## src/rtl/pipeline_hazard_ctrl.sv

```systemverilog
// Stall/flush sequencer for the 5-stage RV32 pipeline: per-stage hold/bubble controls.
// Optional performance counters are built when PIPE_HAZARD_PERF_EN is defined.
module pipeline_hazard_ctrl #(
    parameter int REG_ADDR_W = 5,
    parameter int CNT_W      = 32
) (
    input  logic                  CLK,
    input  logic                  RESET,
    input  logic                  IMEM_BUSY_WAIT,
    input  logic                  DMEM_BUSY_WAIT,
    input  logic                  BRANCH_RES,
    input  logic [2:0]            ID_EX_MEM_READ,
    input  logic [REG_ADDR_W-1:0] ID_EX_RD,
    input  logic [REG_ADDR_W-1:0] IF_ID_RS1,
    input  logic [REG_ADDR_W-1:0] IF_ID_RS2,
    output logic                  PC_HOLD,
    output logic                  PC_SEL_TARGET,
    output logic                  IF_ID_HOLD,
    output logic                  ID_EX_HOLD,
    output logic                  EX_MEM_HOLD,
    output logic                  MEM_WB_HOLD,
    output logic                  IF_ID_FLUSH,
    output logic                  ID_EX_FLUSH,
    output logic                  EX_MEM_FLUSH,
    output logic [CNT_W-1:0]      STALL_CYCLES,
    output logic [CNT_W-1:0]      FLUSH_COUNT,
    output logic [CNT_W-1:0]      LOAD_USE_COUNT
);

    typedef enum logic {
        RUN           = 1'b0,
        REDIRECT_PEND = 1'b1
    } state_t;

    state_t state, state_nxt;
    logic   lu_done;
    logic   lu_fire;
    logic   load_use;

    // LU_DONE masks the hazard so the same instruction gets only one bubble.
    assign load_use = (ID_EX_MEM_READ != 3'd0) && (ID_EX_RD != '0) &&
                      ((ID_EX_RD == IF_ID_RS1) || (ID_EX_RD == IF_ID_RS2)) &&
                      !lu_done;

    always_ff @(posedge CLK) begin
        if (RESET) begin
            state   <= RUN;
            lu_done <= 1'b0;
        end else begin
            state   <= state_nxt;
            lu_done <= lu_fire;
        end
    end

    always_comb begin
        state_nxt     = state;
        lu_fire       = 1'b0;
        PC_HOLD       = 1'b0;
        PC_SEL_TARGET = 1'b0;
        IF_ID_HOLD    = 1'b0;
        ID_EX_HOLD    = 1'b0;
        EX_MEM_HOLD   = 1'b0;
        MEM_WB_HOLD   = 1'b0;
        IF_ID_FLUSH   = 1'b0;
        ID_EX_FLUSH   = 1'b0;
        EX_MEM_FLUSH  = 1'b0;

        if (RESET) begin
            state_nxt    = RUN;
            PC_HOLD      = 1'b1;
            IF_ID_HOLD   = 1'b1;
            ID_EX_HOLD   = 1'b1;
            EX_MEM_HOLD  = 1'b1;
            MEM_WB_HOLD  = 1'b1;
            IF_ID_FLUSH  = 1'b1;
            ID_EX_FLUSH  = 1'b1;
            EX_MEM_FLUSH = 1'b1;
        end else if (DMEM_BUSY_WAIT) begin
            // Whole pipe freezes; a branch seen now is remembered, not lost.
            PC_HOLD     = 1'b1;
            IF_ID_HOLD  = 1'b1;
            ID_EX_HOLD  = 1'b1;
            EX_MEM_HOLD = 1'b1;
            MEM_WB_HOLD = 1'b1;
            if (BRANCH_RES) begin
                state_nxt = REDIRECT_PEND;
            end
        end else if (BRANCH_RES || (state == REDIRECT_PEND)) begin
            IF_ID_FLUSH  = 1'b1;
            ID_EX_FLUSH  = 1'b1;
            EX_MEM_FLUSH = 1'b1;
            if (IMEM_BUSY_WAIT) begin
                PC_HOLD   = 1'b1;
                state_nxt = REDIRECT_PEND;
            end else begin
                PC_SEL_TARGET = 1'b1;
                state_nxt     = RUN;
            end
        end else if (IMEM_BUSY_WAIT) begin
            PC_HOLD     = 1'b1;
            IF_ID_HOLD  = 1'b1;
            ID_EX_FLUSH = 1'b1;
        end else if (load_use) begin
            PC_HOLD     = 1'b1;
            IF_ID_HOLD  = 1'b1;
            ID_EX_FLUSH = 1'b1;
            lu_fire     = 1'b1;
        end
    end

`ifdef PIPE_HAZARD_PERF_EN
    logic [CNT_W-1:0] stall_q, flush_q, lu_q;

    always_ff @(posedge CLK) begin
        if (RESET) begin
            stall_q <= '0;
            flush_q <= '0;
            lu_q    <= '0;
        end else begin
            if (PC_HOLD) begin
                stall_q <= stall_q + 1'b1;
            end
            if (PC_SEL_TARGET) begin
                flush_q <= flush_q + 1'b1;
            end
            if (lu_fire) begin
                lu_q <= lu_q + 1'b1;
            end
        end
    end

    assign STALL_CYCLES   = stall_q;
    assign FLUSH_COUNT    = flush_q;
    assign LOAD_USE_COUNT = lu_q;
`else
    assign STALL_CYCLES   = '0;
    assign FLUSH_COUNT    = '0;
    assign LOAD_USE_COUNT = '0;
`endif

endmodule
```

## config.mk

```make
export PLATFORM = sky130hd
export DESIGN_NAME = pipeline_hazard_ctrl
export DESIGN_NICKNAME = d
export VERILOG_FILES = /design/src/rtl/pipeline_hazard_ctrl.sv
export SDC_FILE = /design/constraint.sdc
export NUM_CORES = 1
export LEC_CHECK = 0
export BUFFER_PORTS_ARGS = -buffer_cell sky130_fd_sc_hd__buf_2
export CAP_MARGIN = 10
export CORE_MARGIN = 1
export CORE_UTILIZATION = 33
export CTS_CLUSTER_DIAMETER = 60
export DETAILED_ROUTE_END_ITERATION = 10
export GPL_TIMING_DRIVEN = 0
export PLACE_DENSITY_LB_ADDON = 0.3
export SKIP_LAST_GASP = 1
export SYNTH_ARGS = -nofsm -noshare
export SYNTH_HDL_FRONTEND = slang
export SYNTH_SLANG_ARGS = --single-unit
```

## constraint.sdc

```tcl
create_clock -name CLK -period 1.05 [get_ports CLK]
set_clock_uncertainty 0.15 [all_clocks]
set_input_delay 0.1575 -clock CLK [delete_from_list [all_inputs] [get_ports CLK]]
set_output_delay 0.1575 -clock CLK [all_outputs]
set_load 0.005 [all_outputs]
```

==> metrics.md <==
| Metric | Value |
|---|---|
| Vias in the first global route | `646` |
| Mapped Area | `1020 um2` |
| Commonest non-fill, non-tap cell in the layout | `buf_4` |
| Rows | `19` |
| Worst hold path class | `input port to flop` |
| Max VDD drop | `0.471 mV` |
| Num CTS Buffers | `3` |
| ANT cells | `0` |
| Pre-CTS WS | `-0.361 ns` |
| Crit Path Class | `input port to output port` |
| Final net count | `294` |
| Clock Pin Slew Worst Setup and Hold Paths | `0.03 ns` |
| WL per Instance | `6.34 um` |
| Synthesis Warnings | `0` |
| Worst-Skew Late Latency | `0.22 ns` |
| Power Dens Cells | `481 nW/um2` |
| CP Data Arrival Time | `1.11 ns` |
| Max Cap Violations | `0` |
| Number of synthesized register bits | `2` |
| FF-to-FF path depth | `4` |
| TritonRoute pass-1 iters | `7` |
| Initial antenna violation count | `0` |
| Final setup viols | `10` |
| Sequential area share after synthesis | `3.92%` |
| Pin count of the biggest net entering global routing | `8` |
| TritonCTS clock tree | `built` |
| Yosys top cell by area | `buf_4` |
| Final Hold Viols | `0` |
| Met1 Usage GRT | `11.8%` |
| Final WS setup | `-0.365 ns` |
| Most frequent cells in the layout | `98 x buf_4, 96 x conb_1, 26 x buf_2` |
| GR Util met2 | `17.3%` |
| Most frequent CP cell | `buf_2` |
| Worst-case clock buffer depth | `2` |
| Grt peak-use layer | `met2` |
| Routed via count | `906` |
| Peak Freq | `0.707 GHz` |
| Critical path cell sequence | `buf_2, nor3_1, a211oi_4, a21oi_1, o21bai_1, buf_2` |
| Post-route ant nets | `0` |
| Crit-path max cell delay | `0.35 ns` |
| First-pass GRT wire length | `2.64 mm` |
| Gr usage total | `9.97%` |
| Share of cells above drive strength 1 | `56.5%` |
| Die width | `57.7 um` |
| Slowest CP cell | `nor3_1` |
| Worst Path Max Fanout | `3` |
| DRC errors left | `10` |
| Final core utilization | `61.4%` |
| Clock tree sinks | `2` |
| Non-Filler Cell Area, Final | `1750 um2` |
| IO buf count | `31` |
| Failing checks | `DRC, setup timing` |
| GRT met3 Usage | `3.79%` |
| Crit path required time | `0.74 ns` |
| Iter 0 DRT Violations | `23` |
| Tmin final | `1.41 ns` |
| Remaining global-route overflow | `0` |
| Yosys top cell area share | `72.7%` |
| Clk root buf | `clkbuf_4` |
| Tcrit/Tclk final | `135%` |
| GPL Wtd Cong | `0.702` |
| Final wirelength | `1.90 mm` |
| Syn Inst Count | `136` |
| Top post-synthesis cells by area | `buf_4 73%, xnor2_1 8.6%, dfxtp_1 3.9%` |
| Core footprint | `2850 um2` |
| Layout Area Growth over Synthesis | `71.4%` |
| Synth cell types | `17` |
| Max Slew Vio Count | `0` |
| Area after DPL | `1610 um2` |
| Setup crit end kind | `output port` |
| Vias/cell | `3.02` |
| Starting Density | `35.8%` |
| H-tree depth | `1` |
| Avg Inst Size Synth | `7.52 um2` |
| P_leak | `1.13 nW` |
| Die Ht | `57.7 um` |
| Outcome | `finished with violations` |
| Post-DP HPWL | `1.78 mm` |
| Hold Path Depth | `2` |
| RSZ-0062 raised after global routing | `true` |
| Startpoint types | `input port` |
| I/O pin count | `128` |
| Die area | `3320 um2` |
==> through the flow <==
step                      power (mW)  TNS, ns  hold slack (ns)  std cells
after global placement         0.607    -1.96            0.202        293
after floorplan                0.518  -0.0372           0.0772        231
final                          0.843    -1.86           0.0311        300
after global routing           0.921    -2.38           0.0330        300
after CTS                      0.833    -1.90           0.0234        299
after detailed placement       0.609    -2.01            0.201        293
==> worst max-delay path: cells and delay by family <==
family,cells,cell delay [ns]
buffers and inverters,2,0.25
AO/OA/AOI/OAI,3,0.35
AND/OR/NAND/NOR,1,0.35
==> path summary, 6_finish.rpt <==
check                 startpoint           to  slack, ns
hold reg to reg            state        state       0.43
setup / recovery     ID_EX_RD[0]  ID_EX_FLUSH      -0.36
hold / removal    IMEM_BUSY_WAIT      lu_done       0.03
setup reg to reg         lu_done      lu_done      -0.07
==> state kept, by name (all words and copies together), names as in the netlist <==
signal / cells
lu_done: 1
state: 1
==> area by class of cell <==
class	count	area, um2
plain buffers	99	754
clock buffers	3	22.5
fillers	265	1100
multi-input cells	129	656
flip-flops and latches	2	42.5
well taps	31	38.8
repair buffers	36	238
==> synthesized netlist by cell type <==
| master | n |
|---|---|
| o22ai_2 | 1 |
| clkbuf_1 | 1 |
| or2_1 | 1 |
| nor3_1 | 4 |
| nor2_4 | 1 |
| nand3_2 | 1 |
| o21bai_1 | 2 |
| buf_4 | 99 |
| a211oi_2 | 1 |
| nor2_1 | 3 |
| xnor2_1 | 10 |
| conb_1 | 1 |
| nand2_1 | 4 |
| nand3_1 | 2 |
| dfxtp_1 | 2 |
| nor3_2 | 1 |
| a21oi_1 | 2 |
==> metal layers <==
layer	part of all wire, %	vias to the layer above
met5	0	-
met4	0	0
met3	18	0
met2	50	72
met1	32	340
li1	-	494
==> power breakdown <==
group,switching (mW),total [mW],internal [mW]
registers,0.00209,0.0821,0.0800
logic,0.224,0.592,0.368
clock network,0.0433,0.169,0.126
==> timing repair <==
action                                  in CTS  in global routing
hold buffers                                 1                  0
endpoints found under the setup margin       9                  9
buffers inserted                             3                  2
gates resized for setup                     15                  4
hold endpoints to repair                     1                  0
pin swaps                                    5                 10
cloned                                       0                  0
==> kinds of logic after synthesis <==
kind of cell           after synthesis  synth area share (%)
XOR/XNOR                            10                  8.57
flip-flops                           2                  3.92
AND/OR/NAND/NOR                     17                  9.18
AO/OA/AOI/OAI                        6                  4.90
buffers and inverters              100                  73.1
other                                1                 0.367
Note: power is estimated with default switching activity, not from simulation.
